==> src/rtl/activ_sr_feeder.sv <==
// activ_sr_feeder: buffers parallel activation words in a small FIFO and drives the
// activation shift register's load/shift/clear strobes so each word is presented
// LSB-first on the serial line for PA un-stalled cycles (PA+1 cycles per word).
//
// Ports:
//   clk, rst_n            clock (rising edge), asynchronous active-low reset
//   clear                 synchronous flush of FIFO, FSM and shift register
//   in_valid/in_data      upstream activation word; in_ready = FIFO not full
//   smac_stall            SMAC side cannot consume a bit this cycle
//   sr_in_par             parallel word to the shift register (FIFO head)
//   sr_w_en/s_en/cl_en    shift-register load / shift / clear strobes
//   bit_valid, bit_idx    serial bit valid this cycle and its index (0 = LSB)
//   word_done             pulses with the last bit of a word
//   fifo_cnt, busy        FIFO occupancy; FSM active or FIFO non-empty
//   word_skip             (ACTIV_ZERO_SKIP_EN only) pulses when a zero word is dropped
//
// Optional feature: define ACTIV_ZERO_SKIP_EN to pop all-zero words without shifting them.

module activ_sr_feeder #(
  parameter int PA    = 8,
  parameter int DEPTH = 4
) (
  input  logic                     clk,
  input  logic                     rst_n,
  input  logic                     clear,
  input  logic                     in_valid,
  input  logic [PA-1:0]            in_data,
  output logic                     in_ready,
  input  logic                     smac_stall,
  output logic [PA-1:0]            sr_in_par,
  output logic                     sr_w_en,
  output logic                     sr_s_en,
  output logic                     sr_cl_en,
  output logic                     bit_valid,
  output logic [$clog2(PA)-1:0]    bit_idx,
  output logic                     word_done,
  output logic [$clog2(DEPTH):0]   fifo_cnt,
  output logic                     busy
`ifdef ACTIV_ZERO_SKIP_EN
  ,
  output logic                     word_skip
`endif
);

  localparam int IW = $clog2(PA);
  localparam int AW = $clog2(DEPTH);
  localparam int CW = AW + 1;

  typedef enum logic [1:0] {
    S_IDLE  = 2'd0,
    S_LOAD  = 2'd1,
    S_SHIFT = 2'd2
  } state_e;

  // ---------------------------------------------------------------------------
  // FIFO storage and pointers
  // ---------------------------------------------------------------------------
  logic [PA-1:0] mem_q [DEPTH];
  logic [AW-1:0] wr_ptr_q, wr_ptr_d;
  logic [AW-1:0] rd_ptr_q, rd_ptr_d;
  logic [CW-1:0] cnt_q, cnt_d;
  logic          empty, full;
  logic          push, pop;
  logic [PA-1:0] head;

  // Holds in_ready low until the first edge after reset release.
  logic          rdy_q;

  state_e        state_q, state_d;
  logic [IW-1:0] bit_cnt_q, bit_cnt_d;

`ifdef ACTIV_ZERO_SKIP_EN
  logic          head_zero;
  logic          skip;
`endif

  assign empty     = (cnt_q == '0);
  assign full      = (cnt_q == CW'(DEPTH));
  assign head      = mem_q[rd_ptr_q];
  assign in_ready  = rdy_q & ~full;
  // A push that coincides with clear is dropped.
  assign push      = in_valid & in_ready & ~clear;

  assign sr_in_par = head;
  assign sr_cl_en  = clear;
  assign bit_idx   = bit_cnt_q;
  assign fifo_cnt  = cnt_q;
  assign busy      = (state_q != S_IDLE) | ~empty;

`ifdef ACTIV_ZERO_SKIP_EN
  assign head_zero = (head == '0);
  assign word_skip = skip;
`endif

  // ---------------------------------------------------------------------------
  // FSM next-state and strobes
  // ---------------------------------------------------------------------------
  always_comb begin
    state_d   = state_q;
    bit_cnt_d = bit_cnt_q;
    pop       = 1'b0;
    sr_w_en   = 1'b0;
    sr_s_en   = 1'b0;
    bit_valid = 1'b0;
    word_done = 1'b0;
`ifdef ACTIV_ZERO_SKIP_EN
    skip      = 1'b0;
`endif

    case (state_q)
      S_IDLE: begin
        if (!empty && !smac_stall) state_d = S_LOAD;
`ifdef ACTIV_ZERO_SKIP_EN
        if (!empty && head_zero) begin
          pop     = 1'b1;
          skip    = 1'b1;
          state_d = S_IDLE;
        end
`endif
      end

      S_LOAD: begin
        sr_w_en   = 1'b1;
        pop       = 1'b1;
        bit_cnt_d = '0;
        state_d   = S_SHIFT;
      end

      S_SHIFT: begin
        // A stall freezes both the counter and the register contents.
        if (!smac_stall) begin
          bit_valid = 1'b1;
          sr_s_en   = 1'b1;
          if (bit_cnt_q == IW'(PA - 1)) begin
            word_done = 1'b1;
            bit_cnt_d = '0;
            state_d   = empty ? S_IDLE : S_LOAD;
`ifdef ACTIV_ZERO_SKIP_EN
            if (!empty && head_zero) begin
              pop     = 1'b1;
              skip    = 1'b1;
              state_d = S_IDLE;
            end
`endif
          end else begin
            bit_cnt_d = bit_cnt_q + 1'b1;
          end
        end
      end

      default: state_d = S_IDLE;
    endcase

    // clear overrides everything and keeps the other strobes quiet.
    if (clear) begin
      state_d   = S_IDLE;
      bit_cnt_d = '0;
      pop       = 1'b0;
      sr_w_en   = 1'b0;
      sr_s_en   = 1'b0;
      bit_valid = 1'b0;
      word_done = 1'b0;
`ifdef ACTIV_ZERO_SKIP_EN
      skip      = 1'b0;
`endif
    end
  end

  // ---------------------------------------------------------------------------
  // FIFO next-state
  // ---------------------------------------------------------------------------
  always_comb begin
    wr_ptr_d = wr_ptr_q;
    rd_ptr_d = rd_ptr_q;
    cnt_d    = cnt_q;
    if (clear) begin
      wr_ptr_d = '0;
      rd_ptr_d = '0;
      cnt_d    = '0;
    end else begin
      if (push) wr_ptr_d = wr_ptr_q + 1'b1;
      if (pop)  rd_ptr_d = rd_ptr_q + 1'b1;
      case ({push, pop})
        2'b10:   cnt_d = cnt_q + 1'b1;
        2'b01:   cnt_d = cnt_q - 1'b1;
        default: cnt_d = cnt_q;
      endcase
    end
  end

  // ---------------------------------------------------------------------------
  // Registers
  // ---------------------------------------------------------------------------
  always_ff @(posedge clk or negedge rst_n) begin
    if (!rst_n) begin
      state_q   <= S_IDLE;
      bit_cnt_q <= '0;
      wr_ptr_q  <= '0;
      rd_ptr_q  <= '0;
      cnt_q     <= '0;
      rdy_q     <= 1'b0;
    end else begin
      state_q   <= state_d;
      bit_cnt_q <= bit_cnt_d;
      wr_ptr_q  <= wr_ptr_d;
      rd_ptr_q  <= rd_ptr_d;
      cnt_q     <= cnt_d;
      rdy_q     <= 1'b1;
    end
  end

  // Storage is zeroed on reset so sr_in_par reads 0 out of reset.
  always_ff @(posedge clk or negedge rst_n) begin
    if (!rst_n) begin
      for (int i = 0; i < DEPTH; i++) mem_q[i] <= '0;
    end else if (push) begin
      mem_q[wr_ptr_q] <= in_data;
    end
  end

endmodule

==> config.mk <==
export PLATFORM = sky130hd
export DESIGN_NAME = activ_sr_feeder
export DESIGN_NICKNAME = d
export VERILOG_FILES = /design/src/rtl/activ_sr_feeder.sv
export SDC_FILE = /design/constraint.sdc
export NUM_CORES = 1
export LEC_CHECK = 0
export ABC_AREA = 1
export CORE_MARGIN = 1.5
export CORE_UTILIZATION = 48
export CTS_CLUSTER_DIAMETER = 30
export DETAILED_ROUTE_END_ITERATION = 16
export PLACE_DENSITY_LB_ADDON = 0.08
export SKIP_CTS_REPAIR_TIMING = 1
export SYNTH_ARGS = -nofsm -noshare
export SYNTH_HDL_FRONTEND = slang
export SYNTH_SLANG_ARGS = --single-unit
==> constraint.sdc <==
create_clock -name clk -period 1.6 [get_ports clk]
set_input_delay 0.32 -clock clk [delete_from_list [all_inputs] [get_ports clk]]
set_output_delay 0.32 -clock clk [all_outputs]
set_load 0.02 [all_outputs]
# Word level (Yosys, flattened, before mapping)
# Cells that the tools add are included.
[op_classes]
add_sub_neg = 5
n_lt_le_gt_ge = 3
eq_ne = 9
muxes = 31
n_bitwise = 9
reduce_logical = 13
[ops]
columns = ["operator", "n"]
rows = [
  ["32-bit bitwise mux", 1],
  ["8-bit 2-to-1 mux", 3],
  ["8-bit binary-select mux with 2-bit select", 1],
  ["8-bit demux with 2-bit select", 1],
  ["2-bit 2-to-1 mux", 8],
  ["3-bit 2-to-1 mux", 4],
  ["3-bit case mux with 2 select lines", 2],
  ["1-bit 2-to-1 mux", 10],
  ["3-bit != test (second input constant)", 3],
  ["3-bit by 1-bit adder with 3-bit output (second input constant)", 2],
  ["3-bit equality test (second input constant)", 2],
  ["3-bit >= comparator (second input constant)", 2],
  ["2-bit inverter with 3-bit output", 2],
  ["2-bit case mux with 3 select lines", 1],
  ["2-bit nonzero test", 3],
  ["3-bit nonzero test", 2],
  ["2-bit by 1-bit adder with 2-bit output (second input constant)", 2],
  ["2-bit by 1-bit equality test with 1-bit output (second input constant)", 2],
  ["2-bit equality test (second input constant)", 2],
  ["1-bit bitwise AND", 3],
  ["3-bit logical NOT", 1],
  ["3-bit by 1-bit less-than comparator with 1-bit output (second input constant)", 1],
  ["1-bit inverter", 3],
  ["3-bit AND reduction", 1],
  ["other kinds (6)", 8],
]
[word_totals]
ff_bits = 45
out_inout_bits = 21

# Logic depth before layout (Yosys ltp)
# Gate-level depths: netlist of the first run.
[logic_depth]
word_depth = 8
mapped_depth = 12
mapped_depth_nobuf = 12

# Worst setup path after synthesis of the first run
# OpenSTA, ideal clock, no wires.
[synth_timing]
path_kind = "register -> register"
from = "register state_q[1]"
to = "register cnt_q[2], in the netlist fifo_cnt[2]"
setup_ns = 0.118
arrival_ns = 1.773
setup_slack_ns = -0.291
path_stages_with_launch = 13
n_path_buf = 0
synth_period_minus_slack_ns = 1.891
path_cell_list = "dfrtp_1 inv_1 nand2_1 nor2_1 nand2_1 inv_1 fa_1 xnor2_1 inv_1 nand2_1 nand2_1 nand3_1 nand2_1"
[synth_between]
elab_chain_cells = 6
word_cells_on_any_way = 8
[synth_rtl]
columns = ["element", "line_no", "rtl"]
rows = [
  ["from (decl)", "69", "state_e state_q, state_d;"],
  ["from (signal assigned)", "203", "state_q <= state_d;"],
  ["2-bit by 1-bit equality test with 1-bit output (*)", "n/a", ""],
  ["1-bit 2-to-1 mux (*) (2 in a row)", "n/a", ""],
  ["net sr_w_en", "31", "output logic sr_w_en,"],
  ["2-bit by 1-bit equality test with 1-bit output or 2-bit equality test (tied branches)", "183", "case ({push, pop})"],
  ["3-bit case mux with 2 select lines", "183", ""],
  ["3-bit 2-to-1 mux", "176", "if (clear) begin"],
  ["to (signal assigned)", "207", "cnt_q <= cnt_d;"],
  ["to (decl)", "61", "logic [CW-1:0] cnt_q, cnt_d;"],
]
# The timed path passes the listed nets; every way through them passes the cells marked *.
# A chain may end at the register's enable or synchronous reset.

# Worst setup path in the final report of the first run
[layout_timing]
from = "register rd_ptr_q[0]"
to = "output port sr_in_par[6]"
[layout_between]
elab_chain_cells = 4
[layout_rtl]
columns = ["element", "line_no", "rtl"]
rows = [
  ["from (decl)", "60", "logic [AW-1:0] rd_ptr_q, rd_ptr_d;"],
  ["from (signal assigned)", "206", "rd_ptr_q <= rd_ptr_d;"],
  ["2-bit inverter with 3-bit output (not written as such)", "79", "assign head = mem_q[rd_ptr_q];"],
  ["8-bit binary-select mux with 2-bit select", "79", ""],
  ["8-bit 2-to-1 mux (not written as such) (2 in a row)", "79", ""],
  ["to (decl)", "30", "output logic [PA-1:0] sr_in_par,"],
]
# Every way passes these cells. The select of a mux whose other input is x is not followed.

==> impl_metrics.json, run 1 <==
{
  "pnr_worst_setup_slack_ps": -152,
  "worst_ep_arrival_ps": 1430,
  "synth_fa_ha_area_frac": 0.0425,
  "synth-compound-area-share": 0.180,
  "violated_checks": "hold timing, setup timing",
  "dp_slack_ps": -470,
  "die_area_sq_mm": 0.00508,
  "average_wire_per_cell_in_the_routed_design_microns": 13.3,
  "detailedPlacementHpwl_microns": 3350,
  "synthDistinctLibCells": 26,
  "postRouteAntennaNets": 0,
  "layout-drive-gt1-share": 0.358,
  "share_of_flip_flops_with_an_asynchronous_set_or_reset": 1.00,
  "syn_avg_cell_area_sq_um": 8.89,
  "maxCapViolations": 0,
  "globalRoute.busiestLayer": "met2",
  "outcome": "finished, violations left",
  "synth_most_common_cell": "sky130_fd_sc_hd__nand2_1",
  "clock_latency_ps": 300,
  "ctsRootBufferMaster": "sky130_fd_sc_hd__clkbuf_8",
  "synth_top_family_by_area": "simple AND/OR/NAND/NOR gates",
  "initial_core_util": 0.507,
  "syn_to_final_growth_pct": 39.9,
  "worstPathRequired_ps": 1280,
  "place.gp.congestion": 0.807,
  "holdCritPathClass": "input port to async pin",
  "synthesized_area_fraction_occupied_by_xor_and_xnor_cells": 0.00391,
  "finalCritPeriodShare": 1.10,
  "cts_buffers": 5,
  "synth_top_cell_by_area": "sky130_fd_sc_hd__dfrtp_1",
  "synth-warning-count": 0,
  "power.total_mw": 5.06,
  "die_height_microns": 71.3,
  "placeableCoreArea_sq_mm": 0.00441,
  "synth_enable_flop_cells": 0,
  "clock_sinks": 45,
  "worst_setup_path_start_kind": "flop",
  "global_route.usage.total": 0.207,
  "first_pass_grt_wire_length_microns": 8350,
  "setup-violations-final": 8,
  "std_cell_rows": 24,
  "hold-worst-slack_ps": -15.9,
  "clock_transition_at_path_regs_ps": 80,
  "fin_util": 0.710,
  "synth.area.mux_share": 0,
  "rsz_0062_raised_after_global_routing": "true",
  "post-route-min-period_ps": 1750,
  "synth_commonest_cells": "52 x sky130_fd_sc_hd__nand2_1, 45 x sky130_fd_sc_hd__dfrtp_1, 25 x sky130_fd_sc_hd__nor2_1, 24 x sky130_fd_sc_hd__o21ai_0, 24 x sky130_fd_sc_hd__o21ai_1",
  "leakage_nw": 1.63,
  "grt.overflow.total": 0,
  "finalWirelength_microns": 4940,
  "route.detailed.vias_per_inst": 5.18,
  "netlist_area_before_placement_sq_mm": 0.00224,
  "detail_route.first_pass.iterations": 4,
  "synthCells": 252,
  "max-clock-path-buffers": 2,
  "synth.top_cells.by_area": "sky130_fd_sc_hd__dfrtp_1 50%, sky130_fd_sc_hd__nand2_1 8.7%, sky130_fd_sc_hd__o21ai_0 5.4%, sky130_fd_sc_hd__o21ai_1 5.4%, sky130_fd_sc_hd__nor2_1 4.2%",
  "end_kind": "output port",
  "fin_worst_skew_ps": 2.75,
  "sequential_fraction_of_the_synthesis_area": 0.503,
  "synth-simple-area-share": 0.195,
  "dr_total_vias": 1915,
  "reg2reg_from": "fifo_cnt[2]",
  "worst_setup_path_startpoint": "rd_ptr_q[0]",
  "antenna_cells": 0,
  "placement.io_buffers": 33,
  "filler_cell_count": 362,
  "finish.net_count": 337,
  "synth-seq-cells": 45,
  "vdd_drop_max_v": 0.000882,
  "dieWidth_microns": 71.3,
  "antenna_found_initial": 0,
  "slew_viol_final": 0,
  "yosys.area.top_type_share": 0.503,
  "global_routing_met1_resource_utilization": 0.259,
  "cts_tree": "built",
  "worst-setup-path-type": "flop to output port",
  "io_pins": 34,
  "fmax_mhz": 571,
  "grt_start_max_net_pins": 46,
  "htree_num_levels": 2,
  "met2_usage": 0.355,
  "grt_pass1_vias": 1898,
  "power-per-cell-area_mw_per_mm2": 1610,
  "drt_iter0_drc": 104,
  "worst-path-max-fanout": 7,
  "grt.met3_usage": 0.0380,
  "r2r_setup_slack_ps": 20,
  "synthFlopType": "sky130_fd_sc_hd__dfrtp_1",
  "timing.final.hold_violations": 45,
  "post-route-drc-count": 0,
  "worstRegToRegCells": 11,
  "post_syn_nets": 272,
  "r2r-end": "fifo_cnt[2]"
}
[metrics by stage]
stage / cell area, sq um / cells / hold WS (ps) / TNS (ps)
2_1_floorplan: 2330 / 252 / 24.4 / -103
3_3_place_gp: 2860 / 356 / 320 / -9680
3_5_place_dp: 2860 / 356 / 315 / -11170
4_1_cts: 2980 / 364 / -9.23 / -7670
5_1_grt: 3130 / 370 / 22.3 / -1170
6_report: 3130 / 370 / -15.9 / -598
[routing by layer]
| layer | vias to the layer above | part of all wire |
|---|---|---|
| li1 | 961 | - |
| met2 | 35 | 0.49 |
| met4 | 0 | 0.018 |
| met3 | 9 | 0.030 |
| met5 | - | 0 |
| met1 | 910 | 0.47 |
[registers in the layout, summed over array words and instances (netlist names)]
name / count
bit_idx: 3
mem_q: 32
fifo_cnt: 3
rd_ptr_q: 2
rdy_q: 1
state_q: 2
wr_ptr_q: 2
[cells in the final DEF, fill, tap and decap left out, types with 2 or more instances in the layout]
| cell type | n |
|---|---|
| sky130_fd_sc_hd__o22ai_2 | 8 |
| sky130_fd_sc_hd__ha_1 | 4 |
| sky130_fd_sc_hd__nand2_4 | 4 |
| sky130_fd_sc_hd__inv_1 | 18 |
| sky130_fd_sc_hd__buf_4 | 31 |
| sky130_fd_sc_hd__a21oi_1 | 4 |
| sky130_fd_sc_hd__clkbuf_2 | 2 |
| sky130_fd_sc_hd__nor2_2 | 4 |
| sky130_fd_sc_hd__nor2_4 | 3 |
| sky130_fd_sc_hd__nand2_1 | 49 |
| sky130_fd_sc_hd__dlymetal6s2s_1 | 9 |
| sky130_fd_sc_hd__inv_2 | 4 |
| sky130_fd_sc_hd__dfrtp_1 | 42 |
| sky130_fd_sc_hd__o21ai_0 | 9 |
| sky130_fd_sc_hd__nor2_1 | 19 |
| sky130_fd_sc_hd__clkbuf_8 | 5 |
| sky130_fd_sc_hd__clkdlybuf4s50_1 | 10 |
| sky130_fd_sc_hd__buf_2 | 2 |
| sky130_fd_sc_hd__nand2_2 | 4 |
| sky130_fd_sc_hd__dfrtp_2 | 3 |
| sky130_fd_sc_hd__o21ai_2 | 20 |
| sky130_fd_sc_hd__o21ai_1 | 28 |
| sky130_fd_sc_hd__nand3_1 | 7 |
| sky130_fd_sc_hd__buf_6 | 13 |
[cell families after synthesis]
group,Yosys count
fa+ha+maj,7
xor+xnor,1
buf+inv,32
flops,45
other cells,1
compound gates,71
simple gates,95
[area by class of cell]
cell class / count / area [sq um] / share of cell area
Multi-Input combinational cell: 175 / 1110 / 0.355
Timing Repair Buffer: 68 / 632 / 0.202
Tap cell: 52 / 65.1 / 0.0208
Clock buffer: 6 / 72.6 / 0.0232
Sequential cell: 45 / 1130 / 0.361
Clock inverter: 2 / 38.8 / 0.0124
Inverter: 22 / 82.6 / 0.0264
[critical path, stage by stage, from the launching register on]
cell and delay (ps):
sky130_fd_sc_hd__dfrtp_1 430, sky130_fd_sc_hd__inv_2 110, sky130_fd_sc_hd__buf_6 140, sky130_fd_sc_hd__buf_4 120
sky130_fd_sc_hd__nor2_1 40, sky130_fd_sc_hd__o22ai_2 160, sky130_fd_sc_hd__buf_6 140
[where the power goes]
| part | leakage (nW) | internal [mW] | total, mW | switching (mW) |
|---|---|---|---|---|
| clock | 0.0554 | 0.469 | 0.858 | 0.389 |
| combinational | 0.988 | 1.22 | 2.51 | 1.29 |
| sequential | 0.590 | 1.46 | 1.69 | 0.232 |
[worst max path at each step]
| stage | cells past startpoint | slack [ps] | endpoint |
|---|---|---|---|
| finish | 6 | -150 | sr_in_par[6] |
| global route | 5 | -220 | sr_in_par[0] |
| CTS | 5 | -520 | sr_in_par[2] |
| detailed placement | 3 | -470 | word_done |
| global placement | 3 | -430 | word_done |
| floorplan | 12 | -90 | fifo_cnt[2] |
(Power assumes the default switching activity.)
==> run 2: changes to the inputs <==
Settings changed: SKIP_CTS_REPAIR_TIMING 1 to unset.
==> run 2 against run 1 <==
The run ends with setup timing left. Critical endpoint is now sr_in_par[2]. Hold slack better by 510 ps. Worst setup slack better by 90 ps. First-iteration DRC count is 3.8% higher. Maximum frequency is 5.4% higher. Die area stayed put. Register-to-register slack hardly changed. Wire length is 1.2% lower. Design area is 1.0% lower. Total power is 0.79% lower.
==> impl_metrics.json, run 2 (synthesis gave the netlist of run 1 again) <==
{
  "power.internal_mw": 3.11,
  "drt_iter0_drc": 108,
  "finish.net_count": 337,
  "dr_total_vias": 1952,
  "grt.overflow.total": 0,
  "finalCritPeriodShare": 1.04,
  "initial_core_util": 0.507,
  "clock_transition_at_path_regs_ps": 90,
  "cts_tree": "built",
  "top_register": "mem_q",
  "rsz_0062_raised_after_global_routing": "true",
  "final_common_cell": "sky130_fd_sc_hd__nand2_1",
  "route.detailed.vias_per_inst": 5.28,
  "dieWidth_microns": 71.3,
  "antenna_cells": 0,
  "grt_start_max_net_pins": 46,
  "holdCritPathClass": "flop to flop",
  "leakage_nw": 1.53,
  "max-clock-path-buffers": 2,
  "std_cell_rows": 24,
  "setup-violations-final": 9,
  "switching_power_mw": 1.91,
  "dr_wl_met2_microns": 2330,
  "cts_buffers": 5,
  "first_pass_grt_wire_length_microns": 8330,
  "worst-path-max-fanout": 7,
  "fin_util": 0.703,
  "maxCapViolations": 0,
  "placeableCoreArea_sq_mm": 0.00441,
  "post-route-min-period_ps": 1660,
  "numPlacedInstances": 356,
  "r2r_setup_slack_ps": 30,
  "vdd_drop_max_v": 0.000831,
  "detailedPlacementHpwl_microns": 3350,
  "max_used_layer": "met4",
  "htree_num_levels": 2,
  "ctsRootBufferMaster": "sky130_fd_sc_hd__clkbuf_8",
  "share_comb_of_total_power": 0.491,
  "layout_common_cells": "49 x sky130_fd_sc_hd__nand2_1, 42 x sky130_fd_sc_hd__dfrtp_1, 32 x sky130_fd_sc_hd__buf_4",
  "dr_wl_met3_microns": 190,
  "clock_latency_ps": 300,
  "power.total_mw": 5.02,
  "power.switching_fraction": 0.381,
  "place.gp.congestion": 0.807,
  "r2r-end": "fifo_cnt[2]",
  "layout-drive-gt1-share": 0.355,
  "outcome": "finished, violations left",
  "fin_worst_skew_ps": 8.57,
  "syn_to_final_growth_pct": 38.5,
  "clock_sinks": 45,
  "timing.final.hold_violations": 0,
  "io_pins": 34,
  "die_area_sq_mm": 0.00508,
  "post-route-drc-count": 0,
  "largest_register_ff_count": 32,
  "final_cell_count_without_fillers": 370,
  "worstPathRequired_ps": 1280,
  "filler_cell_count": 365,
  "worst-setup-path-type": "flop to output port",
  "detail_route.first_pass.iterations": 4,
  "die_height_microns": 71.3,
  "antenna_found_initial": 0,
  "violated_checks": "setup timing",
  "average_wire_per_cell_in_the_routed_design_microns": 13.2,
  "global_route.usage.total": 0.207,
  "critPathCapture": "sr_in_par[2]",
  "pnr_worst_setup_slack_ps": -62.3,
  "reg2reg_from": "fifo_cnt[2]",
  "setup_total_negative_slack_ps": -333,
  "placement.io_buffers": 33,
  "slew_viol_final": 0,
  "postRouteAntennaNets": 0,
  "end_kind": "output port",
  "p_clk_frac": 0.173,
  "power-per-cell-area_mw_per_mm2": 1620,
  "worst_ep_arrival_ps": 1340,
  "fmax_mhz": 602,
  "worst_setup_path_start_kind": "flop",
  "dp_slack_ps": -470,
  "power_frac_seq": 0.336,
  "wirelength_met1_microns": 2250,
  "worstRegToRegCells": 11,
  "worst_setup_path_startpoint": "rd_ptr_q[0]",
  "grt_pass1_vias": 1877,
  "finalWirelength_microns": 4880
}
-- run 2: worst min path at each step --
stage	to	depth (start not counted)	startpoint
6_report	mem_q[17]	2	mem_q[17]
5_1_grt	mem_q[17]	2	mem_q[17]
4_1_cts	mem_q[16]	2	mem_q[16]
3_5_place_dp	mem_q[2]	2	rst_n
3_3_place_gp	mem_q[4]	2	rst_n
2_1_floorplan	bit_idx[0]	0	rst_n
-- run 2: power groups by stage --
stage                     logic, mW  registers, mW  clock network (mW)
final                          2.46           1.69               0.868
after global routing           2.70           1.72               0.919
after detailed placement       2.29           1.67                   0
after CTS                      2.34           1.67               0.875
after floorplan                1.23           1.74                   0
after global placement         2.26           1.66                   0
-- run 2: metrics by stage --
| stage | hold slack [ps] | cell area, sq um |
|---|---|---|
| after global routing | 514 | 3100 |
| final | 490 | 3100 |
| after CTS | 490 | 3030 |
| after detailed placement | 315 | 2860 |
| after global placement | 320 | 2860 |
| after floorplan | 24.4 | 2330 |
-- run 2: layout make-up --
| cell class | instances | area (sq um) | share of cell area |
|---|---|---|---|
| flip-flops and latches | 45 | 1130 | 0.364 |
| multi-input cells | 175 | 1110 | 0.359 |
| repair buffers | 68 | 601 | 0.194 |
| inverters | 22 | 82.6 | 0.0266 |
| clock buffers | 6 | 72.6 | 0.0234 |
| well taps | 52 | 65.1 | 0.0210 |
| clock inverters | 2 | 38.8 | 0.0125 |
-- run 2: metal layers --
metal | up-vias | global-route usage
met5 | - | 0
met4 | 0 | 0.0818
met3 | 11 | 0.0338
met2 | 52 | 0.360
met1 | 928 | 0.259
li1 | 961 | -
-- run 2: timing repair --
item | CTS | global route
setup buffers | 2 | 4
resized for setup | 110 | 23
endpoints found under the hold margin | 43 | 0
hold buffers | 1 | 0
cloned | 0 | 0
setup endpoints to repair | 22 | 14
pin swaps | 6 | 6
-- run 2: critical path: stages (launching register included) --
cell	delay (ps)
sky130_fd_sc_hd__dfrtp_1	420
sky130_fd_sc_hd__inv_2	80
sky130_fd_sc_hd__buf_6	140
sky130_fd_sc_hd__o21ai_1	160
sky130_fd_sc_hd__o22ai_2	100
sky130_fd_sc_hd__buf_6	140
==> run 3: changes to the inputs <==
Settings changed: RECOVER_POWER set to 50, REMOVE_ABC_BUFFERS set to 1, SLEW_MARGIN set to 20.
==> run 3 against run 2 <==
The run still ends with setup timing left. Clock-buffer cell count unchanged. Via count shrank 1.5%. Maximum frequency is 2.6% lower. Sequential share of layout area about the same. Wire length is 4.6% higher. Critical path depth rose by 8. Combinational power grew 3%. Register-to-register slack worse by 140 ps. Cell count is 1.1% higher. Design area down 0.20%. Worst setup slack worse by 45 ps. Clock skew increased by 9.2 ps. Critical endpoint is now fifo_cnt[2].
==> impl_metrics.json, run 3 (synthesis gave the netlist of run 1 again) <==
{
  "final_common_cell": "sky130_fd_sc_hd__nand2_1",
  "outcome": "finished, violations left",
  "met2_usage": 0.326,
  "area_occupied_by_multi_input_gates_sq_mm": 0.00108,
  "average_wire_per_cell_in_the_routed_design_microns": 13.6,
  "antenna_found_initial": 0,
  "timing.final.hold_violations": 0,
  "worstPathRequired_ps": 1780,
  "drt_iter0_drc": 115,
  "rsz_0062_raised_after_global_routing": "true",
  "grt_pass1_vias": 1801,
  "worst-path-max-fanout": 3,
  "detail_route.first_pass.iterations": 4,
  "htree_num_levels": 2,
  "global_routing_met1_resource_utilization": 0.294,
  "layout_common_cells": "50 x sky130_fd_sc_hd__nand2_1, 44 x sky130_fd_sc_hd__dfrtp_1, 34 x sky130_fd_sc_hd__buf_4",
  "ff_latch_area_sq_mm": 0.00113,
  "finalCritPeriodShare": 1.07,
  "pnr_worst_setup_slack_ps": -107,
  "worst-setup-path-type": "flop to flop",
  "die_height_microns": 71.3,
  "placement.io_buffers": 33,
  "postRouteAntennaNets": 0,
  "initial_core_util": 0.507,
  "setup_total_negative_slack_ps": -574,
  "leakage_nw": 1.55,
  "post-route-min-period_ps": 1710,
  "cts_buffers": 5,
  "ctsRootBufferMaster": "sky130_fd_sc_hd__clkbuf_8",
  "grt_start_max_net_pins": 25,
  "dr_total_vias": 1923,
  "io_pins": 34,
  "first_pass_grt_wire_length_microns": 8320,
  "numPlacedInstances": 359,
  "route.detailed.vias_per_inst": 5.14,
  "antenna_cells": 0,
  "fin_worst_skew_ps": 17.7,
  "holdCritPathClass": "flop to flop",
  "clock_transition_at_path_regs_ps": 90,
  "maxCapViolations": 0,
  "layout-drive-gt1-share": 0.335,
  "finish.net_count": 341,
  "final_cell_count_without_fillers": 374,
  "vdd_drop_max_v": 0.00107,
  "top_register": "mem_q",
  "worst_setup_path_start_kind": "flop",
  "fin_util": 0.701,
  "power-per-cell-area_mw_per_mm2": 1630,
  "largest_register_ff_count": 32,
  "cts_tree": "built",
  "setup-violations-final": 10,
  "transition_time_at_the_pin_with_the_least_slew_margin_ps": 603,
  "dp_slack_ps": -508,
  "violated_checks": "setup timing",
  "max-clock-path-buffers": 2,
  "power.total_mw": 5.06,
  "finalWirelength_microns": 5100,
  "filler_cell_count": 364,
  "worst_ep_arrival_ps": 1890,
  "std_cell_rows": 24,
  "slew_viol_final": 0,
  "grt.overflow.total": 0,
  "clock_sinks": 45,
  "post-route-drc-count": 0,
  "dieWidth_microns": 71.3,
  "globalRoute.busiestLayer": "met2",
  "end_kind": "flop",
  "die_area_sq_mm": 0.00508,
  "global_route.usage.total": 0.208,
  "grt.met3_usage": 0.0394,
  "placeableCoreArea_sq_mm": 0.00441,
  "timing.max_slew.rel_slack": 0.598,
  "detailedPlacementHpwl_microns": 3330,
  "place.gp.congestion": 0.782,
  "clock_latency_ps": 310,
  "syn_to_final_growth_pct": 38.2,
  "fmax_mhz": 586
}
==> run 3: cell types whose count changed in the layout (fill, tap and decap cells not counted), sizes merged <==
cell	previous run	this run
clkbuf	6	9
clkdlybuf4s15	1	0
dlygate4sd2	7	9
buf	49	50
clkdlybuf4s50	10	9
==> run 3: final timing paths <==
path,start,to,slack [ps],cells after the start
min reg2reg,mem_q[30],mem_q[30],490,2
max in group asynchronous,rst_n,rdy_q,530,3
min,mem_q[30],mem_q[30],490,2
max reg2reg,fifo_cnt[0],fifo_cnt[2],-110,13
min in group asynchronous,rst_n,mem_q[23],620,3
max,fifo_cnt[0],fifo_cnt[2],-110,13
==> run 3: final cells by class <==
cell class,instances,area share
Sequential cell,45,0.364
Multi-Input combinational cell,175,0.350
Timing Repair Buffer,72,0.201
Inverter,22,0.0275
Clock buffer,6,0.0234
Tap cell,52,0.0210
Clock inverter,2,0.0125
==> run 3: stage by stage <==
| step | hold WS [ps] | area [sq um] |
|---|---|---|
| 2_1_floorplan | 24.4 | 2160 |
| 3_3_place_gp | 324 | 2790 |
| 3_5_place_dp | 323 | 2790 |
| 4_1_cts | 490 | 2940 |
| 5_1_grt | 508 | 3100 |
| 6_report | 490 | 3100 |
==> run 3: timing repair <==
item | CTS | global route
gates resized for setup | 102 | 48
cloned | 0 | 1
pin swaps | 13 | 15
setup buffers | 5 | 2
setup endpoints to repair | 22 | 15
hold buffers | 1 | 0
endpoints found under the hold margin | 9 | 0
==> run 3: report_power, final <==
group / switching (mW) / total, mW / internal [mW]
combinational: 1.30 / 2.53 / 1.23
clock: 0.388 / 0.857 / 0.469
sequential: 0.223 / 1.67 / 1.45
total: 1.91 / 5.06 / 3.15
==> run 3: worst max-delay path: stages (launching register included) <==
cell	delay, ps
sky130_fd_sc_hd__dfrtp_1	360
sky130_fd_sc_hd__buf_6	100
sky130_fd_sc_hd__nor2_4	40
sky130_fd_sc_hd__nand2_2	70
sky130_fd_sc_hd__nand3_4	60
sky130_fd_sc_hd__nand2_2	70
sky130_fd_sc_hd__inv_2	40
sky130_fd_sc_hd__fa_2	340
sky130_fd_sc_hd__xnor2_2	170
sky130_fd_sc_hd__inv_1	70
sky130_fd_sc_hd__nand2_1	80
sky130_fd_sc_hd__nand2_1	60
sky130_fd_sc_hd__nand3_1	60
sky130_fd_sc_hd__nand2_1	60
==> run 3: metal layers <==
| metal | routed length, microns | part of all wire |
|---|---|---|
| met5 | 0 | 0 |
| met4 | 77 | 0.015 |
| met3 | 164 | 0.032 |
| met2 | 2460 | 0.48 |
| met1 | 2400 | 0.47 |
==> RTL edit 1 (settings of run 3) <==
`PA`: 8 -> 4.
--- a/src/rtl/activ_sr_feeder.sv
+++ b/src/rtl/activ_sr_feeder.sv
@@ -17,7 +17,7 @@
 // Optional feature: define ACTIV_ZERO_SKIP_EN to pop all-zero words without shifting them.
 
 module activ_sr_feeder #(
-  parameter int PA    = 8,
+  parameter int PA    = 4,
   parameter int DEPTH = 4
 ) (
   input  logic                     clk,
Ports: changed (resized bit_idx, in_data and sr_in_par); port bits go from 34 to 25. No check against the original RTL was run, so the function may have changed too.
==> RTL edit 1 against run 3 <==
- the flow still finishes with violations (negative setup slack)
- hold slack improved by 0.023 ns
- first-iteration DRC count decreased by 63%
- worst setup slack got worse by 0.090 ns
- clock power decreased by 44%
- sequential cell count decreased by 17
- area after synthesis decreased by 34%
- power decreased by 31%
- final area decreased by 33%
- routed wire length decreased by 33%
- critical path type is now reg2out
==> RTL edit 1: results (changes against run 3) <==
<table>
<tr><th>Metric</th><th>Value</th></tr>
<tr><th colspan="2">Outcome</th></tr>
<tr><td>Status</td><td>finished, violations left (unchanged)</td></tr>
<tr><td>Violations in the final reports</td><td>negative setup slack (unchanged)</td></tr>
<tr><th colspan="2">Placed design</th></tr>
<tr><td>Placer Congestion</td><td>0.7682 (was 0.7824)</td></tr>
<tr><td>Number of I/O port buffers</td><td>24 (was 33)</td></tr>
<tr><td>Dpl ws</td><td>-0.5281 ns (was -0.5082 ns)</td></tr>
<tr><th colspan="2">Clocking</th></tr>
<tr><td>Inserted Clock Buffers</td><td>3 (was 5)</td></tr>
<tr><td>H-tree lvl count</td><td>1 (was 2)</td></tr>
<tr><td>Clock Tree Root</td><td>sky130_fd_sc_hd__clkbuf_4 (was sky130_fd_sc_hd__clkbuf_8)</td></tr>
<tr><td>Clock insertion delay at the later pin of the skew report</td><td>0.34 ns (was 0.31 ns)</td></tr>
<tr><th colspan="2">Synthesis</th></tr>
<tr><td>Fraction of the mapped netlist area in adder cells</td><td>5.622% (was 4.246%)</td></tr>
<tr><td>Synth top area cells</td><td>sky130_fd_sc_hd__dfrtp_1 (48%), sky130_fd_sc_hd__nand2_1 (8.9%), sky130_fd_sc_hd__o21ai_0 (5.1%) (was sky130_fd_sc_hd__dfrtp_1 (50%), sky130_fd_sc_hd__nand2_1 (8.7%), sky130_fd_sc_hd__o21ai_0 (5.4%))</td></tr>
<tr><th colspan="2">Worst setup path</th></tr>
<tr><td>Crit path max fanout</td><td>2 (was 3)</td></tr>
<tr><th colspan="2">Cells and area</th></tr>
<tr><td>Flip-flop count of the largest register, all copies and words added</td><td>16 (was 32)</td></tr>
<tr><th colspan="2">Detailed routing</th></tr>
<tr><td>Routed vias/inst</td><td>5.158 (was 5.142)</td></tr>
<tr><td>Number of violations reported at the end of detailed-routing iteration 0</td><td>42 (was 115)</td></tr>
<tr><th colspan="2">Global route</th></tr>
<tr><td>Largest net degree at the start of global routing</td><td>29 (was 25)</td></tr>
<tr><td>Tot GR Track Use</td><td>20.93% (was 20.81%)</td></tr>
<tr><th colspan="2">STA</th></tr>
<tr><td>Crit path setup slack, layout</td><td>-0.1974 ns (was -0.1072 ns)</td></tr>
<tr><td>Total setup violations reported at the end of the flow</td><td>10 (unchanged)</td></tr>
<tr><td>Worst clock skew</td><td>0.006819 ns (was 0.01773 ns)</td></tr>
</table>
RTL edit 1: path summary, 6_finish.rpt:
| check | cells past startpoint | startpoint | end |
|---|---|---|---|
| min | 2 | mem_q[3]$_DFFE_PN0P_ | mem_q[3]$_DFFE_PN0P_ |
| max in group asynchronous | 2 | rst_n | fifo_cnt[2]$_DFFE_PN0P_ |
| min reg2reg | 2 | mem_q[3]$_DFFE_PN0P_ | mem_q[3]$_DFFE_PN0P_ |
| min in group asynchronous | 2 | rst_n | mem_q[1]$_DFFE_PN0P_ |
| max reg2reg | 13 | fifo_cnt[1]$_DFFE_PN0P_ | fifo_cnt[2]$_DFFE_PN0P_ |
| max | 4 | fifo_cnt[1]$_DFFE_PN0P_ | busy |
RTL edit 1: cell type report:
class | instances | area, µm² | share of cell area (%)
clock buffers | 3 | 22.52 | 1.082
clock inverters | 1 | 30.03 | 1.442
inverters | 17 | 68.82 | 3.305
multi-input cells | 119 | 769.5 | 36.96
flip-flops and latches | 28 | 704.4 | 33.83
well taps | 31 | 38.79 | 1.863
repair buffers | 53 | 441.7 | 21.21
repair inverters | 1 | 6.256 | 0.3005
RTL edit 1: power groups by stage:
stage | logic (mW) | clock network, mW | registers (mW)
global route | 2.01 | 0.515 | 1.16
detailed placement | 1.66 | 0 | 1.09
CTS | 1.64 | 0.492 | 1.08
global placement | 1.64 | 0 | 1.07
floorplan | 0.776 | 0 | 1.16
finish | 1.86 | 0.482 | 1.13
RTL edit 1: metal layers:
layer	track usage, %	vias up	wire, µm
met3	2.198	5	78
met2	32.26	17	1699
li1	-	658	-
met1	29.25	625	1564
met4	10.96	0	55
met5	0	-	0
RTL edit 1: through the flow:
| stage | cells | cell area (µm²) |
|---|---|---|
| after floorplan | 164 | 1438 |
| after global placement | 243 | 1897 |
| after detailed placement | 243 | 1897 |
| after CTS | 251 | 1968 |
| after global routing | 253 | 2082 |
| final | 253 | 2082 |
RTL edit 1: kinds of logic (layout without fill, tap and decap cells):
| kind of cell | count (synthesis) | after routing |
|---|---|---|
| simple gates | 68 | 68 |
| compound gates | 43 | 43 |
| flops | 28 | 28 |
| buf+inv | 21 | 75 |
| fa+ha+maj | 6 | 6 |
| other cells | 1 | 1 |
| xor+xnor | 1 | 1 |
RTL edit 1: repair_timing:
| item | CTS | global route |
|---|---|---|
| hold buffers | 0 | 0 |
| pin swaps | 4 | 5 |
| setup buffers | 4 | 1 |
| resized for setup | 67 | 38 |
| hold endpoints to repair | 0 | 0 |
| cloned | 0 | 1 |
| setup endpoints to repair | 17 | 13 |
==> RTL edit 2 (settings of run 3) <==
Made on the original files. Register the output `fifo_cnt` once more; this adds one clock of latency there. The other outputs are not delayed to match.
--- a/src/rtl/activ_sr_feeder.sv
+++ b/src/rtl/activ_sr_feeder.sv
@@ -84,7 +84,9 @@
   assign sr_in_par = head;
   assign sr_cl_en  = clear;
   assign bit_idx   = bit_cnt_q;
-  assign fifo_cnt  = cnt_q;
+  always_ff @(posedge clk) begin
+    fifo_cnt <= cnt_q;
+  end
   assign busy      = (state_q != S_IDLE) | ~empty;
 
 `ifdef ACTIV_ZERO_SKIP_EN
Check against the original RTL: not equivalent (a bounded check fails within 4 cycles, from zero or initial values and one cycle with rst_n low).
==> RTL edit 2 against run 3 <==
- the run still ends with negative setup slack left
- worst setup slack worse by 0.0067 ns
- final area fell by 1.7%
- area after synthesis increased by 2.9%
- sequential cell count up 3
- critical path type is now reg2out
- highest routed layer unchanged
- global-route usage increased by 0.52 points
- power shrank 8.5%
- routed wire length fell by 3.4%
- clock skew is 0.011 ns lower
==> RTL edit 2: results (changes against run 3) <==
<table>
<tr><th>Metric</th><th>Value</th></tr>
<tr><th colspan="2">Global route</th></tr>
<tr><td>Largest net degree at the start of global routing</td><td>28 (was 25)</td></tr>
<tr><td>Vias in the first global route</td><td>1,825 (was 1,801)</td></tr>
<tr><td>Global routing usage on met2</td><td>34.36% (was 32.61%)</td></tr>
<tr><th colspan="2">Synthesis</th></tr>
<tr><td>Gate count of the mapped netlist</td><td>255 (was 252)</td></tr>
<tr><td>Share of flip-flops with an asynchronous set or reset after synthesis</td><td>93.75% (was 100.0%)</td></tr>
<tr><td>Top post-synthesis cells by count</td><td>sky130_fd_sc_hd__nand2_1 (47), sky130_fd_sc_hd__dfrtp_1 (45), sky130_fd_sc_hd__o21ai_1 (27) (was sky130_fd_sc_hd__nand2_1 (52), sky130_fd_sc_hd__dfrtp_1 (45), sky130_fd_sc_hd__nor2_1 (25))</td></tr>
<tr><th colspan="2">STA</th></tr>
<tr><td>Crit path setup slack, layout</td><td>-0.1139 ns (was -0.1072 ns)</td></tr>
<tr><td>Worst Hold Margin</td><td>0.4842 ns (was 0.4904 ns)</td></tr>
<tr><td>Total setup violations reported at the end of the flow</td><td>10 (unchanged)</td></tr>
<tr><th colspan="2">Worst setup path</th></tr>
<tr><td>Reg-to-reg critical path startpoint</td><td>state_q[0]$_DFFE_PN0P_ (was fifo_cnt[0]$_DFFE_PN0P_)</td></tr>
<tr><td>Crit path max fanout</td><td>7 (was 3)</td></tr>
<tr><td>End point of the critical path</td><td>sr_in_par[3] (was fifo_cnt[2]$_DFFE_PN0P_)</td></tr>
<tr><th colspan="2">Detailed routing</th></tr>
<tr><td>Routed vias/inst</td><td>5.032 (was 5.142)</td></tr>
<tr><td>Number of violations reported at the end of detailed-routing iteration 0</td><td>113 (was 115)</td></tr>
<tr><th colspan="2">Hold path</th></tr>
<tr><td>Worst Hold Path EP</td><td>mem_q[10]$_DFFE_PN0P_ (was mem_q[30]$_DFFE_PN0P_)</td></tr>
<tr><th colspan="2">Outcome</th></tr>
<tr><td>Status</td><td>finished, violations left (unchanged)</td></tr>
<tr><td>Violations in the final reports</td><td>negative setup slack (unchanged)</td></tr>
<tr><th colspan="2">Clocking</th></tr>
<tr><td>Number of buffers inserted by post-CTS setup repair</td><td>4 (was 5)</td></tr>
<tr><th colspan="2">Cells and area</th></tr>
<tr><td>Layout net count</td><td>342 (was 341)</td></tr>
<tr><th colspan="2">Power and ir drop</th></tr>
<tr><td>Total leakage power</td><td>1.506 nW (was 1.555 nW)</td></tr>
</table>
RTL edit 2: cells by family (layout without fill, tap and decap cells):
kind of cell | count (synthesis) | count (layout) | share of synthesized area (%)
compound gates | 68 | 68 | 16.23
xor+xnor | 1 | 1 | 0.3801
fa+ha+maj | 7 | 7 | 4.126
buf+inv | 34 | 102 | 8.088
flops | 48 | 48 | 51.47
mux | 1 | 1 | 0.4886
other cells | 1 | 1 | 0.1627
simple gates | 95 | 95 | 19.06
RTL edit 2: report_power, final:
| group | switching, mW | internal [mW] |
|---|---|---|
| Sequential | 0.198 | 1.53 |
| Combinational | 1.14 | 1.02 |
| Clock | 0.387 | 0.353 |
| Total | 1.73 | 2.90 |
RTL edit 2: area by class of cell:
cell class	count	area, µm²	share of cell area, %
clock buffer	8	90.09	2.961
sequential	48	1187	39.02
tap	54	67.56	2.220
inverter	23	96.34	3.166
timing repair buffer	71	583.1	19.16
multi-input combinational	173	1018	33.47
